[config.mk]
export PLATFORM = sky130hd
export DESIGN_NAME = alu_op_issuer
export DESIGN_NICKNAME = d
export VERILOG_FILES = /design/src/rtl/alu_pkg.sv /design/src/rtl/alu_flag_gen.sv /design/src/rtl/alu_op_issuer.sv
export SDC_FILE = /design/constraint.sdc
export NUM_CORES = 1
export LEC_CHECK = 0
export ABC_AREA = 1
export CORE_ASPECT_RATIO = 0.8
export CORE_UTILIZATION = 39
export DETAILED_ROUTE_END_ITERATION = 6
export GPL_TIMING_DRIVEN = 1
export PLACE_DENSITY = 0.82
export SLEW_MARGIN = 20
export SYNTH_ARGS = -nofsm -noshare
export SYNTH_HDL_FRONTEND = slang
export SYNTH_HIERARCHICAL = 1
export SYNTH_SLANG_ARGS = --single-unit
[constraint.sdc]
create_clock -name clk -period 1 [get_ports clk]
set_input_delay 0.2 -clock clk [delete_from_list [all_inputs] [get_ports clk]]
set_output_delay 0.2 -clock clk [all_outputs]
set_load 0.005 [all_outputs]
[src/rtl/alu_pkg.sv]
// Shared ALU definitions: opcode encodings, flag bit positions, issuer FSM states.
// Latency: none (types and constants only).
// Backpressure: not applicable.
package alu_pkg;

    // ALUControl encodings understood by the result mux; 1001..1111 are illegal.
    typedef enum logic [3:0] {
        OP_ADD = 4'b0000,
        OP_SUB = 4'b0001,
        OP_AND = 4'b0010,
        OP_OR  = 4'b0011,
        OP_XOR = 4'b0100,
        OP_SLL = 4'b0101,
        OP_SLR = 4'b0110,
        OP_SAR = 4'b0111,
        OP_SC  = 4'b1000
    } alu_op_t;

    // Bit positions inside the 4-bit {N,Z,C,V} flag word.
    localparam int FLAG_N = 3;
    localparam int FLAG_Z = 2;
    localparam int FLAG_C = 1;
    localparam int FLAG_V = 0;

    // Flag word returned for a rejected opcode: only Z set, matching the zero result.
    localparam logic [3:0] ILLEGAL_FLAGS = 4'b0100;

    typedef enum logic [1:0] {
        ST_IDLE  = 2'd0,
        ST_ISSUE = 2'd1,
        ST_RESP  = 2'd2
    } issuer_state_t;

    // Legal opcodes are the contiguous range 0000..1000.
    function automatic logic op_is_legal(input logic [3:0] op);
        return (op <= OP_SC);
    endfunction

endpackage

[src/rtl/alu_flag_gen.sv]
// NZCV flag derivation from an ALU result, its opcode and the adder status bits.
// Latency: combinational, zero cycles.
// Backpressure: none; output follows inputs.
// Ports: y (result), op (ALUControl), carry / overflow (adder status) -> flags {N,Z,C,V}.
module alu_flag_gen
    import alu_pkg::*;
#(
    parameter int N = 3
) (
    input  logic [N-1:0] y,
    input  logic [3:0]   op,
    input  logic         carry,
    input  logic         overflow,
    output logic [3:0]   flags
);

    logic is_arith;

    // Carry and overflow only mean something for the adder paths.
    assign is_arith = (op == OP_ADD) || (op == OP_SUB);

    always_comb begin
        flags         = '0;
        flags[FLAG_N] = y[N-1];
        flags[FLAG_Z] = (y == '0);
        flags[FLAG_C] = is_arith & carry;
        flags[FLAG_V] = is_arith & overflow;
    end

endmodule

[src/rtl/alu_op_issuer.sv]
// Accepts an ALU request, registers operands/select, captures the result with NZCV flags.
// Latency: legal op -> rsp_valid 2 cycles after accept; illegal op -> 1 cycle.
// Backpressure: cmd_ready low until the response handshakes; response held while rsp_ready is low.
// Ports: cmd_* request in, alu_a/alu_b/ALUControl out to ALU, alu_y/alu_carry/alu_overflow back,
//        rsp_* response out, op_count = completed responses (wraps).
module alu_op_issuer
    import alu_pkg::*;
#(
    parameter int N     = 3,
    parameter int CNT_W = 8
) (
    input  logic             clk,
    input  logic             rst,
    input  logic             cmd_valid,
    output logic             cmd_ready,
    input  logic [3:0]       cmd_op,
    input  logic [N-1:0]     cmd_a,
    input  logic [N-1:0]     cmd_b,
    output logic [N-1:0]     alu_a,
    output logic [N-1:0]     alu_b,
    output logic [3:0]       ALUControl,
    input  logic [N-1:0]     alu_y,
    input  logic             alu_carry,
    input  logic             alu_overflow,
    output logic             rsp_valid,
    input  logic             rsp_ready,
    output logic [N-1:0]     rsp_y,
    output logic [3:0]       rsp_flags,
    output logic             rsp_err,
    output logic [CNT_W-1:0] op_count
);

    issuer_state_t state, state_nxt;
    logic [3:0]    issue_flags;
    logic          cmd_legal;

    assign cmd_legal = op_is_legal(cmd_op);

    // Flags are taken from the registered select, i.e. the op the ALU is currently computing.
    alu_flag_gen #(.N(N)) u_flag_gen (
        .y        (alu_y),
        .op       (ALUControl),
        .carry    (alu_carry),
        .overflow (alu_overflow),
        .flags    (issue_flags)
    );

    always_ff @(posedge clk) begin
        if (rst) begin
            state <= ST_IDLE;
        end else begin
            state <= state_nxt;
        end
    end

    always_comb begin
        state_nxt = state;
        cmd_ready = 1'b0;
        rsp_valid = 1'b0;
        unique case (state)
            ST_IDLE: begin
                cmd_ready = 1'b1;
                if (cmd_valid) begin
                    // Illegal ops skip the ALU entirely and answer one cycle sooner.
                    state_nxt = cmd_legal ? ST_ISSUE : ST_RESP;
                end
            end
            ST_ISSUE: begin
                state_nxt = ST_RESP;
            end
            ST_RESP: begin
                rsp_valid = 1'b1;
                if (rsp_ready) begin
                    state_nxt = ST_IDLE;
                end
            end
            default: begin
                state_nxt = ST_IDLE;
            end
        endcase
    end

    // ALU-side registers keep their last issued value outside ISSUE; they are never cleared
    // except by reset.
    always_ff @(posedge clk) begin
        if (rst) begin
            alu_a      <= '0;
            alu_b      <= '0;
            ALUControl <= 4'b0000;
            rsp_y      <= '0;
            rsp_flags  <= '0;
            rsp_err    <= 1'b0;
            op_count   <= '0;
        end else begin
            unique case (state)
                ST_IDLE: begin
                    if (cmd_valid) begin
                        if (cmd_legal) begin
                            alu_a      <= cmd_a;
                            alu_b      <= cmd_b;
                            ALUControl <= cmd_op;
                        end else begin
                            rsp_y     <= '0;
                            rsp_flags <= ILLEGAL_FLAGS;
                            rsp_err   <= 1'b1;
                        end
                    end
                end
                ST_ISSUE: begin
                    rsp_y     <= alu_y;
                    rsp_flags <= issue_flags;
                    rsp_err   <= 1'b0;
                end
                ST_RESP: begin
                    if (rsp_ready) begin
                        op_count <= op_count + 1'b1;
                    end
                end
                default: begin
                end
            endcase
        end
    end

endmodule

Word-level counts from Yosys, hierarchy flattened --
Index checks and enable logic that the tools add are counted.
Word-level totals: output and inout bits 28, register bits 28
Operators by class: $lt $le $gt $ge 1, equal/unequal tests 6, add/sub/neg operators 1, reductions and logical operators 9, bitwise logic cells 2, mux-type cells 15
Operators by type and width (number):
- $add 8x1->8 const B | 1
- $mux 4 | 2
- $pmux 4 s2 | 1
- $mux 2 | 3
- $mux 3 | 2
- $ne 2x2->1 const B | 3
- $pmux 2 s3 | 1
- $pmux 3 s2 | 1
- $reduce_and 3->1 | 2
- $eq 4x1->1 const B | 1
- $le 4x4->1 const B | 1
- $logic_not 4->1 | 1
- $mux 1 | 4
- $reduce_and 2->1 | 2
- $logic_not 3->1 | 1
- $and 1x1->1 | 2
- $eq 2x1->1 const B | 1
- $eq 2x2->1 const B | 1
- $logic_not 2->1 | 1
- $pmux 1 s2 | 1
- $reduce_bool 2->1 | 1
- $logic_or 1x1->1 | 1

Logic depth before layout (Yosys ltp) --
depth after elaboration 4, depth in mapped cells 7, depth with buffers taken out 7

By module --
Netlist, hierarchy kept.
Modules (own cells, without submodules):
- alu_op_issuer | cells each 153, area an instance 1229.9 um^2, instances 1
- alu_flag_gen | cells each 9, area an instance 38.8 um^2, instances 1

Least setup slack after synthesis --
OpenSTA, ideal clock, no wires.
path kind register to register, start register op_count[0], end register op_count[4], period minus slack after synthesis 1.085 ns, library setup time 0.113 ns, path buffers 0, arrival 0.972 ns, setup slack -0.085 ns, cell stages (with the launch flop) 7, data required time 0.887 ns, path through dfxtp_1 ha_1 nand4_1 nor2_1 nand2_1 nand2_1 nor2_1
On the way: cells in the longest elaborated chain, start to end 1
Ends and longest elaborated chain:
- start: declaration | RTL line alu_op_issuer.sv:30 | output logic [CNT_W-1:0] op_count
- start signal: assignment | RTL line alu_op_issuer.sv:116 | op_count <= op_count + 1'b1;
- $add 8x1->8 | RTL line alu_op_issuer.sv:116
No other way between the ends. A chain may end at the register's enable or synchronous reset.

Final worst setup path --
start register state[1], end output rsp_valid
On the way: cells in the longest elaborated chain, start to end 2
Ends and longest elaborated chain:
- start: declaration | RTL line alu_op_issuer.sv:33 | issuer_state_t state, state_nxt;
- start signal: assignment | RTL line alu_op_issuer.sv:52 | state <= state_nxt;
- $eq 2x2->1 | RTL line alu_op_issuer.sv:60 | unique case (state)
- $mux 1 | RTL line alu_op_issuer.sv:60
- end: declaration | RTL line alu_op_issuer.sv:25 | output logic rsp_valid,
No other way between the ends.

==> results.md <==
Run status:
- The run finished, with violations left.
- The final reports fail on setup timing.

Synthesis:
- After synthesis, the cell types taking the most area are dfxtp_1 44%, nand3_1 7.9%, nand2_1 6.8%.
- The number of synthesized flops with an enable pin is 0.
- For this run, the number of Yosys warnings is 6.
- For this run, asynchronously set or reset flops after synthesis account for 0%.
- The post-synth design cell area is 1270 µm².
- After synthesis, the most frequently instantiated cells are 28 x dfxtp_1, 23 x nand2_1, 20 x nand3_1, 18 x nor2_1, 17 x inv_1.
- Dividing the synthesized area by the synthesized cell count gives 7.83 µm².
- For this run, the leading register cell type out of synthesis is dfxtp_1.
- The net count after synthesis is 182.
- The cell count after synthesis came out at 162.
- The share of synthesized area in the top cell type comes to 44.2%.
- The cell with the most instances after synthesis is dfxtp_1.
- Summed over all instances, the cell type with the most area after synthesis is dfxtp_1.
- The synthesized design contains 28 register bits.
- Sequential cells were found to cover 44.2% of the synthesized design area.
- The number of different library cells in the post-synthesis netlist is 25.

Worst setup path:
- The largest fanout on the critical path is 2.
- The category of the worst setup path launch point is a flop.
- In this run the worst setup path begins at state[1].
- At the worst endpoint, the required time is 0.80 ns.
- The worst register-to-register path has a depth of 6.
- The data arrival time of the critical path is 1.04 ns.
- The reg-to-reg critical path startpoint is op_count[1].
- The critical path is of the reg -> out type.
- STA classifies the critical path endpoint as an output pin.

Drt:
- Once detail routing completed, the nets flagged for antenna violations numbered 0.
- After detailed routing, the number of remaining DRC violations is 0.
- The total wirelength of the detailed-routed design is 4690 µm.
- Across all layers, the routed design uses 1516 vias.
- The number of search-and-repair iterations in the first detailed-routing pass is 4.
- Dividing the detail-routed wire length by the instance count gives 15.7 µm.
- Dividing the detail-routed via count by the number of cells gives 5.07.
- For this block, the initial DRC count from the detailed router was 89.

Place:
- The placed wire-length estimate after detailed placement is 2340 µm.
- The placed standard-cell area is 2030 µm².
- OpenSTA, run right after detailed placement, puts the worst setup slack at -0.461 ns.
- Input and output buffers added on the ports amount to 46.
- The cell count after placement is 277.
- The final weighted congestion in routability-driven placement is 0.782.

Floorplan:
- In this run the standard cell core region covers 3090 µm².
- Once the floorplan was initialized, standard cells occupied 41.1% of the core.
- The die covers 3490 µm².
- The number of rows created at floorplan is 18.
- For this design the top-level I/O count stands at 47.
- In this run the vertical extent of the chip is 53.0 µm.
- The die outline width is 65.8 µm.

Clock tree:
- Clock tree synthesis selected as its root buffer the cell clkbuf_8.
- The number of buffers inserted during clock tree synthesis is 3.
- Counting along the longest clock path gives a buffer depth of 2.
- The clock insertion delay at the later pin of the skew report is 0.28 ns.
- The clock net sink count is 28.
- TritonCTS built the clock tree.
- CTS built an H-tree with a depth of 1.
- In this run, post-CTS hold repair placed 0 buffers.
- The CTS clock-pin slew for the worst setup and hold paths is 0.10 ns.

STA:
- Setup repair after global routing could not meet its margin everywhere.
- The clock period minus final worst setup slack is 1.24 ns.
- Derived from the worst setup path, the maximum achievable clock frequency is 804 MHz.
- The total negative setup slack is -5.46 ns.
- The final-layout worst hold slack is 0.369 ns.
- The slew at the pin with the worst max-slew slack is 0.319 ns.
- The worst clock skew is 0.0104 ns.
- The count of final max-slew check failures was 0.
- Setup violations remaining at the end of the flow were counted as 31.
- In this run the tightest slew margin relative to its limit is 78.7%.
- The least setup slack across all paths after layout is -0.243 ns.
- The worst path uses 124% of the clock period.
- The number of hold violations in the final report is 0.

Global routing:
- The number of global-route vias before repair is 1440.
- The pin count of the biggest net entering global routing is 16.
- The remaining global-route overflow is 0.
- The initial antenna violation count is 0.
- In the global route stage, overall resource usage came out at 26.6%.
- The first-pass GRT wire length is 6810 µm.

Power and ir drop:
- The worst-case IR drop observed on VDD is 0.917 mV.
- The leakage power figure is 1.10 nW.
- Power spread over the standard cell area amounts to 1060 nW/µm².
- The total power after layout is 2.53 mW.

Layout:
- For this run, the share of the core covered by cells in the final layout is 77.5%.
- The fraction of final layout cells with drive strength greater than 1 is 64.9%.
- The post-route cell area is 2390 µm².
- The total of fill cells in the finished design is 207.
- The filler-free cell count of the finished design is 299.
- The layout-stage area growth over the synthesis result is 88.4%.
- 0 antenna diodes ended up in the layout.
- The net count of the finished layout is 280.

Hold path:
- The type of the most critical hold path is in -> reg.
- The worst hold path was traced through 3 stages.
- The startpoint of the lowest-slack hold path is cmd_op[1].

Job:
- The number of maximum-capacitance constraint violations is 0.
[logic make-up (layout without fill, tap and decap cells)]
family,after synthesis,after routing,share of synthesized area (%)
AOI/OAI and AO/OA,24,24,12.5
buffers and inverters,25,120,8.97
adders and majority gates,1,1,0.986
xor gates and xnor gates,2,2,1.38
DFF,28,28,44.2
and+or+nand+nor,82,84,32.0
[registers in the layout, indices dropped and copies added (netlist names)]
register and cells:
op_count 8, state 2, alu_b 3, rsp_y 3, rsp_flags 4, alu_a 3
ALUControl 4, rsp_err 1
[worst max-delay path, cell delays in order (launching register included)]
cell and delay [ns]:
dfxtp_2 0.37, inv_4 0.05, buf_6 0.12, nor2_4 0.10, buf_2 0.12
[routing by layer]
| metal | global-route usage [%] | part of all wire [%] |
|---|---|---|
| met5 | 0 | 0 |
| met3 | 6.47 | 5.7 |
| met2 | 45.2 | 50 |
| met1 | 32.3 | 42 |
| met4 | 10.5 | 2.0 |
[layout by cell type (no fill, tap or decap)]
| master | count |
|---|---|
| a21oi_1 | 8 |
| a21oi_2 | 12 |
| buf_2 | 24 |
| buf_4 | 38 |
| buf_6 | 14 |
| buf_8 | 1 |
| clkbuf_1 | 1 |
| clkbuf_2 | 2 |
| clkbuf_8 | 3 |
| clkdlybuf4s50_1 | 15 |
| dfxtp_2 | 26 |
| dfxtp_4 | 2 |
| dlygate4sd2_1 | 3 |
| ha_4 | 1 |
| inv_1 | 15 |
| inv_2 | 3 |
| inv_4 | 1 |
| nand2_1 | 19 |
| nand2_2 | 4 |
| nand2_4 | 11 |
| nand2_8 | 3 |
| nand3_1 | 9 |
| nand3_2 | 9 |
| nand3_4 | 4 |
| nand4_1 | 3 |
| nor2_1 | 12 |
| nor2_2 | 3 |
| nor2_4 | 5 |
| nor3_1 | 1 |
| nor3_2 | 1 |
| o21a_1 | 1 |
| o21ai_1 | 1 |
| o21ai_2 | 1 |
| o21bai_1 | 1 |
| xor2_1 | 2 |
[cell type report]
cell class / instances / area, µm² / share of cell area (%)
clock buffers: 4 / 45.0 / 1.88
inverters: 19 / 73.8 / 3.09
multi-input cells: 111 / 856 / 35.8
flip-flops and latches: 28 / 601 / 25.1
well taps: 40 / 50.0 / 2.09
repair buffers: 97 / 764 / 32.0
[power breakdown]
part           switching (mW)  internal [mW]
registers              0.0277           1.16
logic                   0.352          0.344
clock network           0.352          0.286
[worst paths after layout]
check                        to  slack (ns)
setup / recovery      rsp_valid       -0.24
hold / removal    ALUControl[1]        0.37
hold reg to reg    rsp_flags[2]        0.46
setup reg to reg    op_count[7]       -0.24
[timing repair]
action,in CTS,in global routing
pin swaps,28,9
endpoints found under the setup margin,56,36
buffers inserted,17,2
cloned,3,0
resized for setup,175,27
No activity file was read; power rests on OpenSTA's default activity.
==> edit 1 (same settings) <==
`N` is set to 3 in 2 places; all go to 2.
--- a/src/rtl/alu_flag_gen.sv
+++ b/src/rtl/alu_flag_gen.sv
@@ -7,3 +7,3 @@
 #(
-    parameter int N = 3
+    parameter int N = 2
 ) (
--- a/src/rtl/alu_op_issuer.sv
+++ b/src/rtl/alu_op_issuer.sv
@@ -8,3 +8,3 @@
 #(
-    parameter int N     = 3,
+    parameter int N     = 2,
     parameter int CNT_W = 8
Interface: changed (6 resized); port bits go from 47 to 41. The function was not compared with the original's and may differ.
==> edit 1 against the original RTL <==
- the run still ends with setup timing left
- worst setup slack worse by 0.027 ns
- synthesized area shrank 13%
- routed wire length down 7.5%
- highest routed layer unchanged
- largest cell class unchanged
- final area is 14% lower
- critical path type is now reg -> reg
- sequential cell count decreased by 3
- total power down 17%
- clock skew fell by 0.0093 ns
==> edit 1: results (changes against the original RTL) <==
RD Place Congestion=0.783 (+0.20%); distinct cell type count after synthesis=22 (-12%); CP arrival=1.51 ns (+0.47 ns); initial drt markers=57 (-36%); outcome=finished with violations; vias in the first global route=1232 (-14%); All-Layer GR Usage=23.7% (-3.0 points); met2 Usage GRT=42.4% (-2.8 points); Largest regs=op_count x8, ALUControl x4, rsp_flags x4; Skew-Pair Late Insertion Delay=0.33 ns (+0.05 ns); register area share after synthesis=45.5% (+1.3 points); placed cell count=244 (-12%); clk_skew=0.00112 ns (-0.00931 ns); Final Worst Setup Slack=-0.271 ns (-0.0274 ns); CTS clk-pin slew, worst paths=0.14 ns (+0.04 ns); WS Path Type=reg -> reg; Net Count, Synth=165 (-9.3%); switching power=625 uW (-15%); f_max=787 MHz (-2.2%); slew margin rel.=80.4% (+1.7 points); Largest Register=op_count; Fillers=168 (-19%); Routed WL per cell=16.2 um (+3.6%); Leakage Power=0.944 nW (-14%); TNS Setup=-4.11 ns (+1.35 ns); top cells by count, synth=30 x nand2_1, 25 x dfxtp_1, 18 x nor2_1; share of cells above drive strength 1=64.5% (-0.36 points); Vias=1384 (-8.7%); first-pass GRT wire length=5290 um (-22%); placed wire-length estimate=2340 um (-0.12%); met3 Track Usage GR=3.67% (-2.8 points); Mapped Avg Cell Area=7.44 um2 (-5.0%); highest fanout seen on the critical path=5 (+3); M1 GR Usage=26.5% (-5.8 points); final net count=249 (-11%); H-tree depth=1 (unchanged); clock root buffer=clkbuf_4; Non-Filler Instances=267 (-11%); pre-CTS setup slack=-0.428 ns (+0.0329 ns); worst r2r dst=op_count[3]; Area after DPL=0.00174 mm2 (-15%); synth top area cells=dfxtp_1 45%, nand2_1 10%, a21oi_1 7.7%, nand3_1 7.7%, nor2_1 6.1%; worst vdd ir=0.748 mV (-18%); Setup Viol. Count Final=30 (-3.2%); failing checks=setup timing; largest net degree at the start of global routing=19 (+3)
==> edit 1: changes by cell type after synthesis, moves of 2 or more <==
cell	delta
a21oi_2	-9
nand2_2	-9
nand2_1	+7
a21oi_1	+6
dfxtp_1	-3
nand3_1	-3
buf_6	-2
==> edit 1: per-stage QoR <==
stage | total power, mW | hold WS (ns)
after global placement | 1.47 | 0.439
after global routing | 2.17 | 0.451
after floorplan | 1.24 | 0.347
after detailed placement | 1.49 | 0.443
after CTS | 1.96 | 0.432
final | 2.10 | 0.429
==> edit 1: critical path, cell delays in order, from the launching register on <==
cell and delay, ns:
dfxtp_4 0.39, inv_4 0.08, buf_6 0.12, nand3_4 0.09
nor2_4 0.18, buf_4 0.15, a21oi_1 0.07, o21a_1 0.10
==> edit 1: timing repair <==
action                     4_1_cts  5_1_grt
cloned                           0        2
setup endpoints to repair       50       50
pin swaps                       17       22
buffers inserted                 9        8
resized for setup              156       36
==> edit 1: cell families (layout without fill, tap and decap cells) <==
logic type | Yosys count | in the layout | synth area share [%]
buffers and inverters | 22 | 103 | 7.95
AOI/OAI and AO/OA | 20 | 20 | 9.32
and+or+nand+nor | 78 | 80 | 34.5
DFF | 25 | 25 | 45.5
adders and majority gates | 1 | 1 | 1.14
xor gates and xnor gates | 2 | 2 | 1.59
==> edit 1: worst min path at each step <==
stage,slack (ns),to,start,cells after the start
5_1_grt,0.45,alu_a[1],cmd_a[1],3
3_5_place_dp,0.44,ALUControl[0],ALUControl[0],2
2_1_floorplan,0.35,rsp_y[0],alu_y[0],2
3_3_place_gp,0.44,ALUControl[0],ALUControl[0],2
6_report,0.43,alu_b[0],cmd_b[0],3
4_1_cts,0.43,alu_b[0],cmd_b[0],3
==> edit 1: routing by layer <==
metal  wire length, um  share of wire (%)
met1              1640                 38
met2              2250                 52
met3               242                5.6
met4               200                4.6
met5                 0                  0
==> edit 1: power by group through the flow <==
stage | Clock, mW | Combinational (mW) | Sequential [mW]
3_5_place_dp | 0 | 0.401 | 1.09
5_1_grt | 0.510 | 0.588 | 1.07
2_1_floorplan | 0 | 0.150 | 1.09
4_1_cts | 0.466 | 0.434 | 1.06
6_report | 0.470 | 0.559 | 1.07
3_3_place_gp | 0 | 0.387 | 1.08
==> edit 1: area by class of cell <==
type                       instances  area, um2  area share [%]
inverter                          19       78.8            3.83
sequential                        25        542            26.3
clock buffer                       4       26.3            1.28
tap                               36       45.0            2.19
timing repair buffer              80        662            32.1
multi-input combinational        103        706            34.3
==> edit 2 (same flow settings) <==
Made on the original files. Encoding of `issuer_state_t`: now one-hot (3 bits for 3 states).
--- a/src/rtl/alu_pkg.sv
+++ b/src/rtl/alu_pkg.sv
@@ -27,6 +27,6 @@
 
-    typedef enum logic [1:0] {
-        ST_IDLE  = 2'd0,
-        ST_ISSUE = 2'd1,
-        ST_RESP  = 2'd2
+    typedef enum logic [2:0] {
+        ST_IDLE  = 3'b001,
+        ST_ISSUE = 3'b010,
+        ST_RESP  = 3'b100
     } issuer_state_t;
Function: no difference found for any inputs over 10 cycles, from zero or initial values and one cycle with rst high; not proved beyond that.
==> edit 2 against the original RTL <==
- the run still ends with setup timing left
- worst hold slack worse by 0.056 ns
- clock power up 130%
- via count rose by 4.6%
- routed wire length increased by 8.5%
- worst setup slack worse by 0.048 ns
- global-route usage shrank 0.30 points
- final area increased by 0.68%
- synthesized area fell by 4.1%
- sequential cell count increased by 1
- count of clock-buffer cells in the layout increased by 1
- final cell count fell by 0.67%
- core utilization grew 7.0 points
- total power up 68%
==> edit 2: results (changes against the original RTL) <==
All-Layer GR Usage=26.3% (-0.30 points); met3 Track Usage GR=7.89% (+1.4 points); DRT met1 WL=1960 um (-0.61%); Mapped Avg Cell Area=7.24 um2 (-7.6%); Largest regs=op_count x8, ALUControl x4, rsp_flags x4; Yosys Warn Count=6 (unchanged); CTS clk-pin slew, worst paths=0.06 ns (-0.04 ns); distinct cell type count after synthesis=20 (-20%); worst r2r path cells=8 (+2); # Post-CTS Setup Buffers=11 (-6); initial drt markers=112 (+26%); Tightest Pin Transition=0.320 ns (+0.00131 ns); M1 GR Usage=29.0% (-3.3 points); synth top area cells=dfxtp_1 48%, nand2_1 10%, nor2_1 10%, o21ai_0 6.2%, inv_1 5.9%; met2 Usage GRT=47.0% (+1.8 points); register area share after synthesis=47.7% (+3.6 points); highest fanout seen on the critical path=7 (+5); Via density=5.34 (+5.3%); CP arrival=1.47 ns (+0.43 ns); metal2 WL=2460 um (+4.4%); first-pass GRT wire length=6420 um (-5.8%); Num CTS Buffers=5 (+2); worst r2r dst=ALUControl[3]; worst vdd ir=1.43 mV (+56%); routed wire length=5090 um (+8.5%); Non-Filler Instances=297 (-0.67%); failing checks=setup timing; Final Worst Setup Slack=-0.292 ns (-0.0484 ns); reg2reg start=state[2]; HP Start=cmd_op[2]; largest net degree at the start of global routing=11 (-5); met3 routed WL=449 um (+69%); slowest library cell on the worst path=dfxtp_4; H-tree depth=2 (+1); outcome=finished with violations; Skew-Pair Late Insertion Delay=0.30 ns (+0.02 ns); vias in the first global route=1420 (-1.4%); final net count=278 (-0.71%); Net Count, Synth=188 (+3.3%); placed wire-length estimate=2240 um (-4.1%); clk_skew=0.00811 ns (-0.00231 ns); top cells by count, synth=33 x nand2_1, 33 x nor2_1, 29 x dfxtp_1; Leakage Power=1.10 nW (about the same); Fillers=150 (-28%); Hold Path End=ALUControl[2]; RD Place Congestion=0.781 (about the same); share of cells above drive strength 1=66.0% (+1.2 points); placed cell count=269 (-2.9%); Setup Viol. Count Final=33 (+6.5%)
## edit 2: changes by cell type after synthesis, sizes merged, moves of 3 or more
cell	delta
nor2	+14
a21oi	-6
nand3	-11
buf	-3
o21ai	+14
## edit 2: cell type report
type | count | share of cell area (%)
clock buffers | 5 | 2.86
clock inverters | 3 | 2.70
inverters | 22 | 4.52
multi-input cells | 115 | 34.3
flip-flops and latches | 29 | 25.7
well taps | 38 | 1.98
repair buffers | 84 | 27.6
repair inverters | 1 | 0.364
## edit 2: cells by family after synthesis
logic type	synth area share (%)
AO/OA/AOI/OAI	12.9
buffers and inverters	8.95
AND/OR/NAND/NOR	29.4
adder cells (fa/ha/maj)	1.03
flip-flops	47.7
## edit 2: worst max path at each step
| stage | cells past startpoint | endpoint | start | slack [ns] |
|---|---|---|---|---|
| floorplan | 7 | ALUControl[0] | state[2] | -0.05 |
| global route | 7 | op_count[6] | op_count[1] | -0.33 |
| finish | 8 | ALUControl[3] | state[2] | -0.29 |
| global placement | 8 | alu_a[2] | cmd_op[0] | -0.48 |
| CTS | 7 | op_count[3] | state[0] | -0.19 |
| detailed placement | 8 | ALUControl[0] | cmd_op[0] | -0.58 |
## edit 2: metrics by stage
stage	setup TNS [ns]	hold WS, ns	util (%)	area, um2	setup WS, ns
after global placement	-11.79	0.437	65.6	1870	-0.481
after floorplan	-0.575	0.346	-	1230	-0.0478
after CTS	-3.88	0.294	75.6	2150	-0.194
after detailed placement	-13.10	0.442	65.6	1870	-0.577
final	-6.58	0.313	84.4	2410	-0.292
after global routing	-7.84	0.340	84.4	2410	-0.332
## edit 2: where the power goes
group	switching, mW	internal, mW	leakage, nW	total (mW)
Sequential	0.0930	1.29	0.249	1.38
Combinational	0.725	0.649	0.786	1.37
Clock	0.503	0.989	0.0681	1.49
